$ cat config.mk
export PLATFORM = sky130hd
export DESIGN_NAME = codec_init_sequencer
export DESIGN_NICKNAME = d
export VERILOG_FILES = /design/src/rtl/codec_init_sequencer.sv
export SDC_FILE = /design/constraint.sdc
export NUM_CORES = 1
export LEC_CHECK = 0
export BUFFER_PORTS_ARGS = -buffer_cell sky130_fd_sc_hd__clkbuf_2
export CAP_MARGIN = 20
export CORE_MARGIN = 8
export CORE_UTILIZATION = 35
export DETAILED_ROUTE_END_ITERATION = 16
export GPL_ROUTABILITY_DRIVEN = 0
export PLACE_DENSITY = 0.62
export SLEW_MARGIN = 20
export SYNTH_ARGS = -nofsm -noshare
export SYNTH_HDL_FRONTEND = slang
export SYNTH_SLANG_ARGS = --single-unit
export TNS_END_PERCENT = 50
$ cat constraint.sdc
create_clock -name clk -period 6 [get_ports clk]
set_input_delay 0.6 -clock clk [delete_from_list [all_inputs] [get_ports clk]]
set_output_delay 0.6 -clock clk [all_outputs]
set_load 0.01 [all_outputs]
$ cat src/rtl/codec_init_sequencer.sv
// ============================================================================
// Module      : codec_init_sequencer
// Description : Walks a parameterised table of codec register writes through an
//               I2C byte controller, with pausing between writes and NACK retry.
// Revision    : 1.0 - initial release
// ============================================================================
`default_nettype none

module codec_init_sequencer #(
  parameter int                   NUM_REGS     = 8,
  parameter logic [6:0]           PERIPH_ADDR  = 7'b0011010,
  parameter int                   PAUSE_CYCLES = 1000,
  parameter int                   MAX_RETRIES  = 3,
  parameter logic [NUM_REGS*16-1:0] INIT_TABLE = '0
) (
  input  logic       clk,
  input  logic       reset,
  input  logic       start,
  output logic       cmd_valid,
  input  logic       cmd_ready,
  output logic [6:0] cmd_addr,
  output logic [7:0] cmd_byte0,
  output logic [7:0] cmd_byte1,
  input  logic       xfer_done,
  input  logic       xfer_nack,
  output logic       busy,
  output logic       done,
  output logic       error,
  output logic [7:0] fail_index,
  output logic [3:0] state_info
);

  typedef enum logic [3:0] {
    S_IDLE  = 4'd0,
    S_LOAD  = 4'd1,
    S_ISSUE = 4'd2,
    S_WAIT  = 4'd3,
    S_PAUSE = 4'd4,
    S_DONE  = 4'd14,
    S_ERROR = 4'd15
  } state_t;

  localparam int             PCW        = (PAUSE_CYCLES > 1) ? $clog2(PAUSE_CYCLES) : 1;
  localparam logic [PCW-1:0] PAUSE_LOAD = (PAUSE_CYCLES > 0) ? PCW'(PAUSE_CYCLES - 1) : '0;
  localparam logic [7:0]     LAST_IDX   = 8'(NUM_REGS - 1);
  localparam logic [3:0]     RETRY_MAX  = 4'(MAX_RETRIES);

  state_t         state_q, state_d;
  logic [7:0]     index_q, index_d;
  logic [3:0]     retry_q, retry_d;
  logic [PCW-1:0] pause_q, pause_d;
  logic [7:0]     byte0_q, byte0_d;
  logic [7:0]     byte1_q, byte1_d;
  logic [7:0]     fail_q,  fail_d;
  logic [15:0]    entry_w;

  // Constant-width compare per entry keeps the table select free of width
  // mismatches for any NUM_REGS.
  always_comb begin
    entry_w = '0;
    for (int i = 0; i < NUM_REGS; i++) begin
      if (index_q == 8'(i)) begin
        entry_w = INIT_TABLE[16*i +: 16];
      end
    end
  end

  always_ff @(posedge clk) begin
    if (reset) begin
      state_q <= S_IDLE;
      index_q <= '0;
      retry_q <= '0;
      pause_q <= '0;
      byte0_q <= '0;
      byte1_q <= '0;
      fail_q  <= '0;
    end else begin
      state_q <= state_d;
      index_q <= index_d;
      retry_q <= retry_d;
      pause_q <= pause_d;
      byte0_q <= byte0_d;
      byte1_q <= byte1_d;
      fail_q  <= fail_d;
    end
  end

  always_comb begin
    state_d = state_q;
    index_d = index_q;
    retry_d = retry_q;
    pause_d = pause_q;
    byte0_d = byte0_q;
    byte1_d = byte1_q;
    fail_d  = fail_q;

    case (state_q)
      S_IDLE: begin
        if (start) begin
          state_d = S_LOAD;
          index_d = '0;
          retry_d = '0;
        end
      end

      S_LOAD: begin
        byte0_d = {entry_w[15:9], entry_w[8]};
        byte1_d = entry_w[7:0];
        state_d = S_ISSUE;
      end

      S_ISSUE: begin
        if (cmd_ready) begin
          state_d = S_WAIT;
        end
      end

      S_WAIT: begin
        if (xfer_done) begin
          if (!xfer_nack && (index_q == LAST_IDX)) begin
            state_d = S_DONE;
          end else if (xfer_nack && (retry_q == RETRY_MAX)) begin
            state_d = S_ERROR;
            fail_d  = index_q;
          end else begin
            if (xfer_nack) begin
              retry_d = retry_q + 4'd1;
            end else begin
              index_d = index_q + 8'd1;
              retry_d = '0;
            end
            // With no pause configured the next attempt loads immediately.
            if (PAUSE_CYCLES == 0) begin
              state_d = S_LOAD;
            end else begin
              state_d = S_PAUSE;
              pause_d = PAUSE_LOAD;
            end
          end
        end
      end

      S_PAUSE: begin
        if (pause_q == '0) begin
          state_d = S_LOAD;
        end else begin
          pause_d = pause_q - 1'b1;
        end
      end

      S_DONE, S_ERROR: begin
        if (start) begin
          state_d = S_LOAD;
          index_d = '0;
          retry_d = '0;
          fail_d  = '0;
        end
      end

      default: begin
        state_d = S_IDLE;
      end
    endcase
  end

  assign cmd_valid  = (state_q == S_ISSUE);
  assign cmd_addr   = PERIPH_ADDR;
  assign cmd_byte0  = byte0_q;
  assign cmd_byte1  = byte1_q;
  assign busy       = (state_q != S_IDLE) && (state_q != S_DONE) && (state_q != S_ERROR);
  assign done       = (state_q == S_DONE);
  assign error      = (state_q == S_ERROR);
  assign fail_index = fail_q;
  assign state_info = state_q;

endmodule

`default_nettype wire
Yosys cells after proc, flatten, opt, wreduce, memory -nomap -nowiden
Index checks and enable logic that the tools add are counted.
- register bits after elaboration: 34
- output and inout bits: 39
- add/sub/neg operators: 3
- equality and inequality tests: 20
- multiplexer cells: 28
- reductions and logical operators: 18
- operators by type and width (cell ; number):
    $mux 8 ; 8
    $mux 4 ; 11
    $mux 10 ; 4
    $pmux 8 s2 ; 2
    $pmux 10 s2 ; 1
    $pmux 4 s5 ; 1
    $ne 2x2->1 const B ; 8
    $reduce_and 5->1 ; 3
    $eq 4x2->1 const B ; 3
    $logic_not 10->1 ; 1
    $sub 10x1->10 const B ; 1
    $add 8x1->8 const B ; 1
    $eq 4x4->1 const B ; 2
    $eq 8x3->1 const B ; 1
    $ne 4x4->1 const B ; 2
    $pmux 4 s2 ; 1
    $reduce_and 6->1 ; 1
    $reduce_bool 2->1 ; 3
    $add 4x1->4 const B ; 1
    $eq 4x1->1 const B ; 1
    $eq 4x3->1 const B ; 1
    $logic_and 1x1->1 ; 4
    $logic_not 4->1 ; 1
    $ne 2x1->1 const B ; 2
    other kinds (5) ; 5

Logic depth before layout (Yosys ltp)
- word-level depth: 6
- depth in mapped cells: 9
- depth with buffers taken out: 7

Worst setup path after synthesis
No wires, ideal clock.
- path kind: reg-to-reg
- start point: register pause_q[0]
- end point: register state_q[1] (netlist: state_info[1])
- setup time: 132 ps
- arrival: 2240 ps
- data required time: 5868 ps
- path slack: 3628 ps
- cell stages (with the launch flop): 10
- clock period less this slack: 2372 ps
- cells stage by stage: dfxtp_1 inv_1 ha_1 or3b_2 clkbuf_1 o41a_1 buf_6 or4_4 o21ai_1 a21oi_1
- cells in the longest elaborated chain, start to end: 3
- ends and longest elaborated chain (item ; RTL line ; text):
    start, declared ; 51 ; logic [PCW-1:0] pause_q, pause_d;
    start signal, assigned ; 81 ; pause_q <= pause_d;
    $logic_not 10->1 ; 144 ; if (pause_q == '0) begin
    $ne 2x2->1 (no line) ; - ;
    $reduce_and 4->1 (no line) ; - ;
    end signal, assigned ; 78 ; state_q <= state_d;
    end, declared ; 48 ; state_t state_q, state_d;
Every way passes these cells.
A chain may end at the register's enable or synchronous reset.

Final worst setup path
- start point: register state_q[1] (netlist: state_info[1])
- end point: register index_q[3]
- cells in the longest elaborated chain, start to end: 4
- elaborated cells on any way between the ends: 13
- ends and longest elaborated chain (item ; RTL line ; text):
    $eq 4x4->1 / $logic_not 4->1 (equally long branches) ; 97 ; case (state_q)
    $reduce_or 3->1 (no line) ; - ;
    $ne 2x1->1 (no line) / $reduce_bool 2->1 (equally long branches) ; - ;
    $reduce_and 6->1 (no line) ; - ;
    end signal, assigned ; 79 ; index_q <= index_d;
    end, declared ; 49 ; logic [7:0] index_q, index_d;
Parallel ways exist; a longest one is shown, timed or not.

==> impl_metrics.tcl <==
set metrics [dict create \
    yosysMostFrequentCell "dfxtp_1" \
    fin_skew_ns 0.00479 \
    syn-mean-instance-area_um2 7.91 \
    yosys-top-cells-area "dfxtp_1 (33%), buf_4 (8.5%), a21oi_1 (6.9%)" \
    post_cts_resized 0 \
    max_stage_delay_ns 0.63 \
    hold_viol 0 \
    dp.cells 337 \
    start_kind "register" \
    regToRegSetupSlack_ns 3.47 \
    nets 278 \
    vias 1849 \
    worstPathRequired_ns 6.20 \
    timing.final.crit_share 0.422 \
    clk_path_buf_depth 2 \
    clkLatencyLatePin_ns 0.28 \
    vdd_ir_drop_max_mv 0.0883 \
    die_w_um 92.4 \
    ys_seq_area_frac 0.334 \
    synth_flop_cell "dfxtp_1" \
    h-tree-depth 2 \
    yosysWarnings 0 \
    critical_path_buf_inv_count 1 \
    antenna_left 0 \
    synth_common_cells "dfxtp_1 (34), a21oi_1 (28), buf_4 (23)" \
    synth_top_area_frac 0.334 \
    nFillCells 617 \
    synth_edf_count 0 \
    overflow 0 \
    cts_tree "done" \
    initial_core_util 0.353 \
    post_drt_via_cell_ratio 5.36 \
    rsz0062_at_grt "no" \
    synth_top_area_cell "dfxtp_1" \
    drt_first_pass_iters 4 \
    final_cell_area_um2 2170 \
    async_flop_share 0 \
    utilization 0.376 \
    crit_start "state_info[1]$_SDFFE_PP0P_" \
    diodes 0 \
    worstMarginPinSlew_ns 1.04 \
    setup_viol 0 \
    worstHoldStart "fail_index[3]$_SDFFE_PP0P_" \
    grt_max_degree 36 \
    critPathTopFamily "simple AND/OR/NAND/NOR gates" \
    cts_setup_buffers 0 \
    fin_hold_ws_ns 0.452 \
    drv_cap 0 \
    grt_pass1_vias 1676 \
    synthCells 258 \
    cp_cell_sequence "nand3_1 -> o21ai_0 -> buf_4 -> or3_1 -> or4b_2 -> a21oi_1" \
    numPortBuffers 21 \
    cp_max_fo 15 \
    die_y_um 92.4 \
    grt_usage 0.111 \
    rows 28 \
    p_leak_nw 0.803 \
    grt_pass1_wl_mm 7.92 \
    core_um2 5780 \
    status "finished, final reports clean" \
    cp_slowest_cell "or4b_2" \
    timing.rr.start "state_info[1]$_SDFFE_PP0P_" \
    drt-initial-drc-count 129 \
    path_class "register to register" \
    drive_above_1_share 0.137 \
    drc 0 \
    fp.dieArea_um2 8530 \
    wl_mm 4.76 \
    cp_data_arrival_time_ns 2.73 \
    p_per_area_nw_per_um2 248 \
    cp-end-kind "register" \
    synth.distinct_cells 54 \
    finalCriticalPeriod_ns 2.53 \
    cts_sinks 34 \
    io_pins 45 \
    ys_seq_elements 34 \
    antenna_found_initial 0 \
    finalMaxSlewViolations 0 \
    setup_tns_ns 0 \
    maxSlewHeadroom 0.298 \
    cts_buffers 5 \
    path_clk_slew_ns 0.07 \
    wire_per_inst_um 13.8 \
    instances_no_fill 345 \
    holdBufCountCts 0 \
    hold_class "register to register" \
    dpl_cell_area_um2 2080 \
    max_freq_mhz 395 \
    synth_area_um2 2040 \
    clock-root-buffer "clkbuf_8" \
    syn_to_final_growth_pct 6.50 \
    hpwlAfterDp_mm 3.45 \
]
==> power breakdown <==
| part | switching, W | total, W | internal, W |
|---|---|---|---|
| Sequential | 0.0000134 | 0.000245 | 0.000232 |
| Clock | 0.0000834 | 0.000176 | 0.0000926 |
| Combinational | 0.0000731 | 0.000117 | 0.0000442 |
==> flip-flops by register name, summed over array words and instances (netlist names) <==
signal and count:
fail_index 8, pause_q 10, index_q 8, state_info 4, retry_q 4
==> per-stage QoR <==
stage	total power (W)	setup WS (ns)
finish	0.000538	3.47
global route	0.000573	3.18
CTS	0.000543	3.50
detailed placement	0.000366	3.28
global placement	0.000365	3.27
floorplan	0.000348	3.63
==> per-layer routing <==
layer  share of wire  track usage
met3           0.085       0.0429
met5               0            0
met1            0.46        0.136
met4          0.0044       0.0362
met2            0.45        0.176
==> tightest hold or removal path, stage by stage, from the launching register on <==
cell and delay [ns]:
dfxtp_1 0.31, nand2_1 0.05, a21oi_1 0.05
==> cells in the final DEF, fill, tap and decap left out, types with 2 or more instances in the layout <==
cell type,count
dfxtp_1,34
a21oi_1,28
conb_1,23
nand2_1,21
clkbuf_2,21
nor2_1,15
o21ai_0,15
nand3_1,13
a31oi_1,8
inv_1,7
nor3_1,6
clkbuf_8,6
nor4b_1,5
or3_1,4
nor2b_1,4
or4_1,4
a311oi_1,4
and3_1,3
nor4_1,3
a211oi_1,3
ha_1,3
o21a_1,2
nor4bb_1,2
or4_4,2
o21ai_1,2
o41ai_1,2
or2b_1,2
mux2i_1,2
==> worst paths after layout <==
| kind | cells after the start | endpoint |
|---|---|---|
| max | 6 | index_q[3]$_SDFFE_PP0P_ |
| min | 2 | fail_index[3]$_SDFFE_PP0P_ |
| max reg2reg | 6 | index_q[3]$_SDFFE_PP0P_ |
| min reg2reg | 2 | fail_index[3]$_SDFFE_PP0P_ |
==> cells by family (layout without fill, tap and decap cells) <==
| kind of cell | Yosys count | count (layout) | synth area share |
|---|---|---|---|
| AOI/OAI and AO/OA | 74 | 74 | 0.225 |
| xor gates and xnor gates | 1 | 1 | 0.00429 |
| adders and majority gates | 3 | 3 | 0.0184 |
| buffers and inverters | 46 | 37 | 0.132 |
| DFF | 34 | 34 | 0.334 |
| muxes | 3 | 3 | 0.0153 |
| other | 2 | 23 | 0.00368 |
| and+or+nand+nor | 95 | 95 | 0.267 |
==> cell type report <==
class | count | area, um2 | share of cell area
timing repair buffer | 22 | 113 | 0.0518
inverter | 7 | 26.3 | 0.0121
tap | 75 | 93.8 | 0.0432
sequential | 34 | 681 | 0.313
clock inverter | 1 | 5.00 | 0.00230
clock buffer | 7 | 86.3 | 0.0397
multi-input combinational | 199 | 1170 | 0.538
No activity file was read; power rests on OpenSTA's default activity.
